==> src/rtl/io_ctrl_pkg.sv <==
// Shared constants for the memory-mapped I/O controller: register map and bus width.
package io_ctrl_pkg;

    localparam int BUS_DW = 32;

    localparam logic [31:0] IO_IN_OFS    = 32'h00;
    localparam logic [31:0] IO_PEND_OFS  = 32'h04;
    localparam logic [31:0] IO_IRQEN_OFS = 32'h08;
    localparam logic [31:0] IO_OUT_BASE  = 32'h10;

    // Number of bus words needed to cover a vector of the given width.
    function automatic int num_words(input int width);
        return (width + BUS_DW - 1) / BUS_DW;
    endfunction

endpackage

==> src/rtl/io_debouncer.sv <==
// Two-flop synchroniser followed by a per-bit stability counter. An input
// change is accepted only after DEBOUNCE_CYCLES consecutive synchronised
// cycles that differ from the accepted value.
module io_debouncer #(
    parameter int WIDTH           = 14,
    parameter int DEBOUNCE_CYCLES = 4
) (
    input  logic             clock,
    input  logic             reset,
    input  logic [WIDTH-1:0] pins,
    output logic [WIDTH-1:0] deb
);

    localparam int              CNT_W    = $clog2(DEBOUNCE_CYCLES + 1);
    localparam logic [CNT_W-1:0] CNT_LAST = CNT_W'(DEBOUNCE_CYCLES - 1);

    logic [WIDTH-1:0]            sync_ff1;
    logic [WIDTH-1:0]            sync_ff;
    logic [WIDTH-1:0][CNT_W-1:0] cnt;

    // Bring asynchronous pins into the clock domain.
    always_ff @(posedge clock) begin
        if (!reset) begin
            sync_ff1 <= '0;
            sync_ff  <= '0;
        end else begin
            sync_ff1 <= pins;
            sync_ff  <= sync_ff1;
        end
    end

    // Any return to the accepted value restarts the count, so short glitches vanish.
    always_ff @(posedge clock) begin
        if (!reset) begin
            deb <= '0;
            cnt <= '0;
        end else begin
            for (int i = 0; i < WIDTH; i++) begin
                if (sync_ff[i] == deb[i]) begin
                    cnt[i] <= '0;
                end else if (cnt[i] == CNT_LAST) begin
                    deb[i] <= sync_ff[i];
                    cnt[i] <= '0;
                end else begin
                    cnt[i] <= cnt[i] + 1'b1;
                end
            end
        end
    end

endmodule

==> src/rtl/io_controller.sv <==
// Memory-mapped I/O controller: debounced inputs with rising-edge pending bits
// and a level interrupt, byte-strobed output registers, fixed 1-cycle bus ack.
module io_controller
    import io_ctrl_pkg::*;
#(
    parameter int IN_WIDTH        = 14,
    parameter int OUT_WIDTH       = 52,
    parameter int DEBOUNCE_CYCLES = 4,
    parameter int ADDR_WIDTH      = 8
) (
    input  logic                  clock,
    input  logic                  reset,
    input  logic                  bus_req,
    input  logic                  bus_we,
    input  logic [ADDR_WIDTH-1:0] bus_addr,
    input  logic [31:0]           bus_wdata,
    input  logic [3:0]            bus_wstrb,
    output logic [31:0]           bus_rdata,
    output logic                  bus_ack,
    output logic                  irq,
    input  logic [IN_WIDTH-1:0]   io_input_bus,
    output logic [OUT_WIDTH-1:0]  io_output_bus
);

    localparam int NUM_OUT_WORDS = num_words(OUT_WIDTH);
    localparam int OUT_PAD       = NUM_OUT_WORDS * BUS_DW;

    logic [IN_WIDTH-1:0]      deb, deb_q, rise;
    logic [IN_WIDTH-1:0]      pend_q, irqen_q, pend_clr, in_byte_en;
    logic [OUT_WIDTH-1:0]     out_q;
    logic [OUT_PAD-1:0]       out_ext;
    logic [31:0]              addr_word, rd_mux;
    logic                     wr_en;
    logic                     sel_pend, sel_irqen;
    logic [NUM_OUT_WORDS-1:0] sel_out;

    io_debouncer #(
        .WIDTH           (IN_WIDTH),
        .DEBOUNCE_CYCLES (DEBOUNCE_CYCLES)
    ) u_deb (
        .clock (clock),
        .reset (reset),
        .pins  (io_input_bus),
        .deb   (deb)
    );

    // Low address bits are masked rather than dropped so the whole port is consumed.
    assign addr_word = 32'(bus_addr) & ~32'h3;
    assign wr_en     = bus_req && bus_we;
    assign sel_pend  = (addr_word == IO_PEND_OFS);
    assign sel_irqen = (addr_word == IO_IRQEN_OFS);
    assign rise      = deb & ~deb_q;
    assign out_ext   = OUT_PAD'(out_q);
    assign irq       = |(pend_q & irqen_q);
    assign io_output_bus = out_q;

    // Address decode of output words and per-bit byte enables for the input-wide registers.
    always_comb begin
        sel_out    = '0;
        in_byte_en = '0;
        for (int k = 0; k < NUM_OUT_WORDS; k++)
            sel_out[k] = (addr_word == IO_OUT_BASE + 32'(4 * k));
        for (int i = 0; i < IN_WIDTH; i++)
            in_byte_en[i] = bus_wstrb[i / 8];
        pend_clr = (wr_en && sel_pend) ? (bus_wdata[IN_WIDTH-1:0] & in_byte_en) : '0;
    end

    // Read mux over pre-write register state; unmapped addresses return zero.
    always_comb begin
        rd_mux = '0;
        if (addr_word == IO_IN_OFS) rd_mux = 32'(deb);
        if (sel_pend)               rd_mux = 32'(pend_q);
        if (sel_irqen)              rd_mux = 32'(irqen_q);
        for (int k = 0; k < NUM_OUT_WORDS; k++)
            if (sel_out[k]) rd_mux = out_ext[k*BUS_DW +: BUS_DW];
    end

    // Edge capture, W1C pending (a new edge beats a same-cycle clear) and interrupt enables.
    always_ff @(posedge clock) begin
        if (!reset) begin
            deb_q   <= '0;
            pend_q  <= '0;
            irqen_q <= '0;
        end else begin
            deb_q  <= deb;
            pend_q <= (pend_q & ~pend_clr) | rise;
            if (wr_en && sel_irqen)
                for (int i = 0; i < IN_WIDTH; i++)
                    if (in_byte_en[i]) irqen_q[i] <= bus_wdata[i];
        end
    end

    // Output register bits; bits beyond OUT_WIDTH simply do not exist.
    always_ff @(posedge clock) begin
        if (!reset) begin
            out_q <= '0;
        end else if (wr_en) begin
            for (int i = 0; i < OUT_WIDTH; i++)
                if (sel_out[i / BUS_DW] && bus_wstrb[(i % BUS_DW) / 8])
                    out_q[i] <= bus_wdata[i % BUS_DW];
        end
    end

    // Registered ack and read data, one cycle after every request.
    always_ff @(posedge clock) begin
        if (!reset) begin
            bus_ack   <= 1'b0;
            bus_rdata <= '0;
        end else begin
            bus_ack   <= bus_req;
            bus_rdata <= (bus_req && !bus_we) ? rd_mux : '0;
        end
    end

endmodule
==> config.mk <==
export PLATFORM = sky130hd
export DESIGN_NAME = io_controller
export DESIGN_NICKNAME = d
export VERILOG_FILES = /design/src/rtl/io_ctrl_pkg.sv /design/src/rtl/io_debouncer.sv /design/src/rtl/io_controller.sv
export SDC_FILE = /design/constraint.sdc
export NUM_CORES = 1
export LEC_CHECK = 0
export BUFFER_PORTS_ARGS = -buffer_cell sky130_fd_sc_hd__buf_2
export CAP_MARGIN = 40
export CORE_UTILIZATION = 40
export CTS_BUF_LIST = sky130_fd_sc_hd__clkbuf_16
export DETAILED_ROUTE_END_ITERATION = 8
export PLACE_DENSITY = 0.56
export SLEW_MARGIN = 10
export SYNTH_ARGS = -nofsm -noshare
export SYNTH_HDL_FRONTEND = slang
export SYNTH_SLANG_ARGS = --single-unit
export TNS_END_PERCENT = 30
==> constraint.sdc <==
create_clock -name clock -period 1.8 [get_ports clock]
set_input_delay 0.27 -clock clock [delete_from_list [all_inputs] [get_ports clock]]
set_output_delay 0.27 -clock clock [all_outputs]
set_load 0.01 [all_outputs]
; ---- Yosys cells after proc, flatten, opt, wreduce, memory -nomap -nowiden
; Cells that the tools add are included.
; Widths: inputs -> output; s select.
[classes]
addsub = 14
n_eq_ne = 32
mux = 6
n_bitwise = 23
reduce_logical = 53
[op_table]
columns = cell, count
row1 = $mux 32, 3
row2 = $and 14x14->14, 4
row3 = $reduce_and 2->1, 24
row4 = $reduce_or 3->1, 15
row5 = $add 3x1->3 const B, 14
row6 = $eq 3x2->1 const B, 14
row7 = $logic_not 32->1, 1
row8 = $mux 14, 2
row9 = $not 14->14, 2
row10 = $mux 20, 1
row11 = $not 1->1, 16
row12 = $eq 1x1->1, 14
row13 = $or 14x14->14, 1
row14 = $reduce_or 14->1, 1
row15 = $eq 6x3->1 const B, 2
row16 = $logic_and 1x1->1, 11
row17 = $eq 6x1->1 const B, 1
row18 = $eq 6x2->1 const B, 1
row19 = $logic_not 1->1, 1
[totals]
reg_bits = 211
in_bits = 62
output_inout_bits = 86
elab_cells = 172

; ---- Logic depth before layout (Yosys ltp)
[logic_depth]
depth_word = 6
mapped_depth = 5
ltp_nobuf = 4

; ---- By module
; A second synthesis with hierarchy kept.
[unflattened]
cells_unflattened = 797
hier_area_um2 = 8343.0
[by_module_without_submodules]
columns = module, instances, cells_per_inst, area_each_um2, seq_area_each_um2
row1 = io_controller, 1, 550, 5280.1, 2542.4
row2 = io_debouncer, 1, 247, 3062.9, 1681.6

; ---- Least setup slack after synthesis
; No wires, ideal clock.
[synth_path]
path_kind = input port to flip-flop
from = input bus_addr[4]
to = register out_q[24] (netlist: io_output_bus[24])
setup_time_ps = 72
t_arrival_ps = 1526
t_required_ps = 1728
slack_ps = 202
stages = 4
path_buffers = 1
cell_sequence = buf_6 > or4b_4 > nor3_4 > mux2i_1
[synth_between]
elab_chain_cells = 3
[synth_rtl]
columns = element, line_no
row1 = start: declaration, io_controller.sv:15  ; input logic [ADDR_WIDTH-1:0] bus_addr,
row2 = $eq 6x3->1, io_controller.sv:62  ; sel_out[k] = (addr_word == IO_OUT_BASE + 32'(4 * k));
row3 = $logic_and 1x1->1, io_controller.sv:99  ; if (sel_out[i / BUS_DW] && bus_wstrb[(i % BUS_DW) / 8])
row4 = $reduce_and 2->1 (no source line), n/a
row5 = end signal: indexed assignment, io_controller.sv:100  ; out_q[i] <= bus_wdata[i % BUS_DW];
row6 = end: declaration, io_controller.sv:30  ; logic [OUT_WIDTH-1:0] out_q;
; Every way passes these cells.
; A chain may end at the register's enable or synchronous reset.

; ---- Worst setup path in the final report
[layout_path]
from = register irqen_q[10]
to = output irq
[layout_between]
elab_chain_cells = 2
[layout_rtl]
columns = element, line_no
row1 = start: declaration, io_controller.sv:29  ; logic [IN_WIDTH-1:0] pend_q, irqen_q, pend_clr, in_byte_en;
row2 = start signal: indexed assignment, io_controller.sv:89  ; if (in_byte_en[i]) irqen_q[i] <= bus_wdata[i];
row3 = $and 14x14->14, io_controller.sv:54  ; assign irq = |(pend_q & irqen_q);
row4 = $reduce_or 14->1, io_controller.sv:54
row5 = end: declaration, io_controller.sv:20  ; output logic irq,
; Every way passes these cells.

==> impl_metrics.toml <==
[floorplan]
floorplan.die.width_um = 145
design.core.area_mm2 = 0.0198
placement_row_count = 51
starting_density_of_the_core = 0.414
floorplan.io_pins = 148
design.die.area_mm2 = 0.0211
die-height_um = 145

[grt]
groute.usage.overall = 0.171
grt_antenna_before_repair = 1
grt_overflow_total = 0
grt_pass1_wl_mm = 29.3
maximum_number_of_pins_on_one_net_before_global_route_repair = 144
grt_pass1_vias = 5513

[synth]
combinational_family_with_the_most_area_after_synthesis = "simple AND/OR/NAND/NOR gates"
synth-adder-area-share = 0.0428
synth_edf_count = 0
post_synth_instance_area_mm2 = 0.00819
sequential_to_total_area_share_from_yosys_stat = 0.516
synth_xor_area_frac = 0.0150
ys_warn_count = 0
syn_avg_cell_area_um2 = 10.5
yosysUniqueCellTypes = 36
synth_flop_cell = "dfxtp_1"
synthTopCellsByArea = "dfxtp_1 52%, mux2i_1 9.8%, nand2_1 4.5%, ha_1 4.3%, and2_1 4.2%"
synthSimpleGateAreaFrac = 0.218
synthCells = 780
synth_top_cell_by_area = "dfxtp_1"
synth_top_area_share = 0.516
synth_compound_area_frac = 0.0570
asyncSetResetFlopFracSynth = 0
synth.ff_latch_count = 211
synth.net_count = 870
synth_mux_area_frac = 0.117

[setup_path]
signal_arrival_time_at_the_worst_endpoint_ns = 1.54
reg2regPathDepth = 3
crit_path_start_kind = "flip-flop"
launching_instance_or_port_of_the_critical_path = "irqen_q[10]"
reg2reg_slack_ns = 0.55
end_kind = "output pin"
path_max_fanout = 2
critical_path.reg2reg.endpoint = "bus_rdata[11]"
crit_required_ns = 1.53
crit-reg2reg-launch = "u_deb.deb[11]"
crit_end = "irq"
setup.worst_path.class = "reg2out"

[flow_run]
timing.max_cap.violations = 0

[cts]
tritoncts_num_sinks = 211
tritoncts.num_buffers = 23
clockRootBuffer = "clkbuf_16"
clk_slew_on_worst_s_h_paths_ns = 0.06
cts.htree.levels = 1
insertion_delay_ns = 0.50
cts-root-to-sink-buffers = 3
cts_tree = "done"

[power_and_ir_drop]
worst_ir_drop_vdd_v = 0.000561
internal-power_mw = 7.76
cellPowerDensity_mw_per_mm2 = 956
sequentialPowerShare = 0.482
switchingPower_mw = 2.05
p_comb_frac = 0.040
power.static_leakage_nw = 4.77
clkPwrFrac = 0.478
p_sw_frac = 0.209

[detailed_routing]
drtPass1Iterations = 5
initialDrtViolationCount = 224
drt-total-wl_mm = 17.9
route.vias.total = 5800
vias_per_cell = 4.73
detail-route-antenna-nets = 0
drc_errors = 0
average_detailed_routed_wire_length_per_instance_um = 14.6

[sta]
hold_slack_ns = 0.0130
fmax_mhz = 552
period_needed_ns = 1.81
setup-violations-final = 1
timing.clock.skew_ns = 0.0137
layout_worst_path_cycle_share = 1.01
finalHoldViolations = 0
unrepaired_setup_endpoints_after_global_routing = "true"
max_slew_margin = 0.637
fin_ws_ns = -0.0121
slew_viol_final = 0
final.setup.tns_ns = -0.0121
tightest_slew_ns = 0.544

[place]
placedCellCount = 1168
dpl.hpwl_mm = 12.8
globalplace.congestion = 0.779
placement.io_buffers = 145
placement.cell_area_mm2 = 0.00931

[layout]
layout-drive-gt1-share = 0.255
final_area_mm2 = 0.0103
finish.cell_count_without_fillers = 1227
fin_util = 0.519
area.growth.synth_to_final_pct = 25.2
design.final.nets = 1037

[status]
status = "finished, violations left"
violations = "setup timing"

[min_path]
min_path_type = "in2reg"
## synthesized netlist by cell type, types with 2 or more instances
library cell	instances
buf_1	3
a211oi_1	14
nor3_4	2
buf_2	3
nor2_1	43
nand3b_1	15
nor2b_1	16
o2bb2ai_1	14
nand2_1	98
and3_1	4
clkbuf_1	35
nand4_1	15
a31o_2	14
nor4bb_1	28
ha_1	28
dfxtp_1	211
a22oi_1	5
a22o_1	7
and2_1	55
inv_1	29
and3b_1	14
xor2_1	14
mux2i_1	80
nand3_2	5
nand3_1	4
mux2_2	14
## critical path, cell delays in order, from the launching register on
cell,delay [ns]
dfxtp_2,0.32
a22o_1,0.22
a221oi_2,0.18
nand4_1,0.15
buf_2,0.17
## worst min-delay path by stage
stage,start,end,cells after the start
floorplan,bus_req,bus_ack,1
detailed placement,u_deb.cnt[33],u_deb.cnt[33],1
CTS,bus_wdata[30],io_output_bus[30],3
global placement,u_deb.cnt[21],u_deb.cnt[21],1
global route,bus_wdata[27],io_output_bus[27],3
finish,bus_wdata[27],io_output_bus[27],3
## layer usage
metal,vias to the layer above,track usage,wire length (µm)
li1,3019,-,-
met1,2635,0.243,9110
met2,119,0.262,7740
met3,27,0.0324,786
met4,0,0.0463,289
met5,-,0,0
## cell type report
type,instances,area [µm²]
Antenna cell,1,2.50
Clock buffer,23,576
Clock inverter,16,174
Fill cell,1851,9520
Inverter,29,109
Multi-Input combinational cell,497,3700
Sequential cell,211,4230
Tap cell,265,332
Timing Repair Buffer,185,1130
## power groups by stage
stage | sequential [mW] | combinational [mW] | clock [mW]
after floorplan | 4.83 | 0.206 | 0
after global placement | 4.83 | 0.363 | 0
after detailed placement | 4.83 | 0.363 | 0
after CTS | 4.73 | 0.391 | 4.80
after global routing | 4.73 | 0.431 | 5.01
final | 4.73 | 0.390 | 4.69
## cells in the final DEF (no fill, tap or decap), drive strengths merged, types with 2 or more instances in the layout
cell / count
dlygate4sd3: 17
nor3: 2
mux2i: 80
nand4: 15
a211oi: 14
o2bb2ai: 14
inv: 33
mux2: 14
and3b: 14
nor4bb: 28
a22o: 7
and2: 55
buf: 168
a31o: 14
nand3b: 15
xor2: 14
nand3: 9
a22oi: 5
nor2b: 16
and3: 4
nand2: 98
ha: 28
dfxtp: 211
nor4: 2
bufinv: 4
clkbuf: 23
nor2: 43
clkinv: 8
## registers in the layout, indices dropped and copies added, names as in the netlist
| signal | count |
|---|---|
| io_output_bus | 52 |
| u_deb.cnt | 42 |
| bus_rdata | 32 |
| deb_q | 14 |
| irqen_q | 14 |
| pend_q | 14 |
| u_deb.deb | 14 |
| u_deb.sync_ff1 | 14 |
| u_deb.sync_ff | 14 |
| bus_ack | 1 |
## what timing repair did
action	CTS	global route
hold buffers	17	0
pin swaps	2	2
hold endpoints to repair	17	0
resized for setup	5	1
setup endpoints to repair	1	1
setup buffers	2	0
## stage by stage
stage | power [mW] | setup slack [ns]
floorplan | 5.04 | 0.202
detailed placement | 5.20 | 0.0863
global placement | 5.20 | 0.103
global route | 10.2 | -0.104
CTS | 9.92 | -0.0432
finish | 9.81 | -0.0121
## cells by family after synthesis
logic type / Yosys count
AND/OR/NAND/NOR: 305
flip-flops: 211
multiplexers: 94
buffers and inverters: 72
AO/OA/AOI/OAI: 56
adder cells (fa/ha/maj): 28
XOR/XNOR: 14
Note: power is estimated with default switching activity, not from simulation.
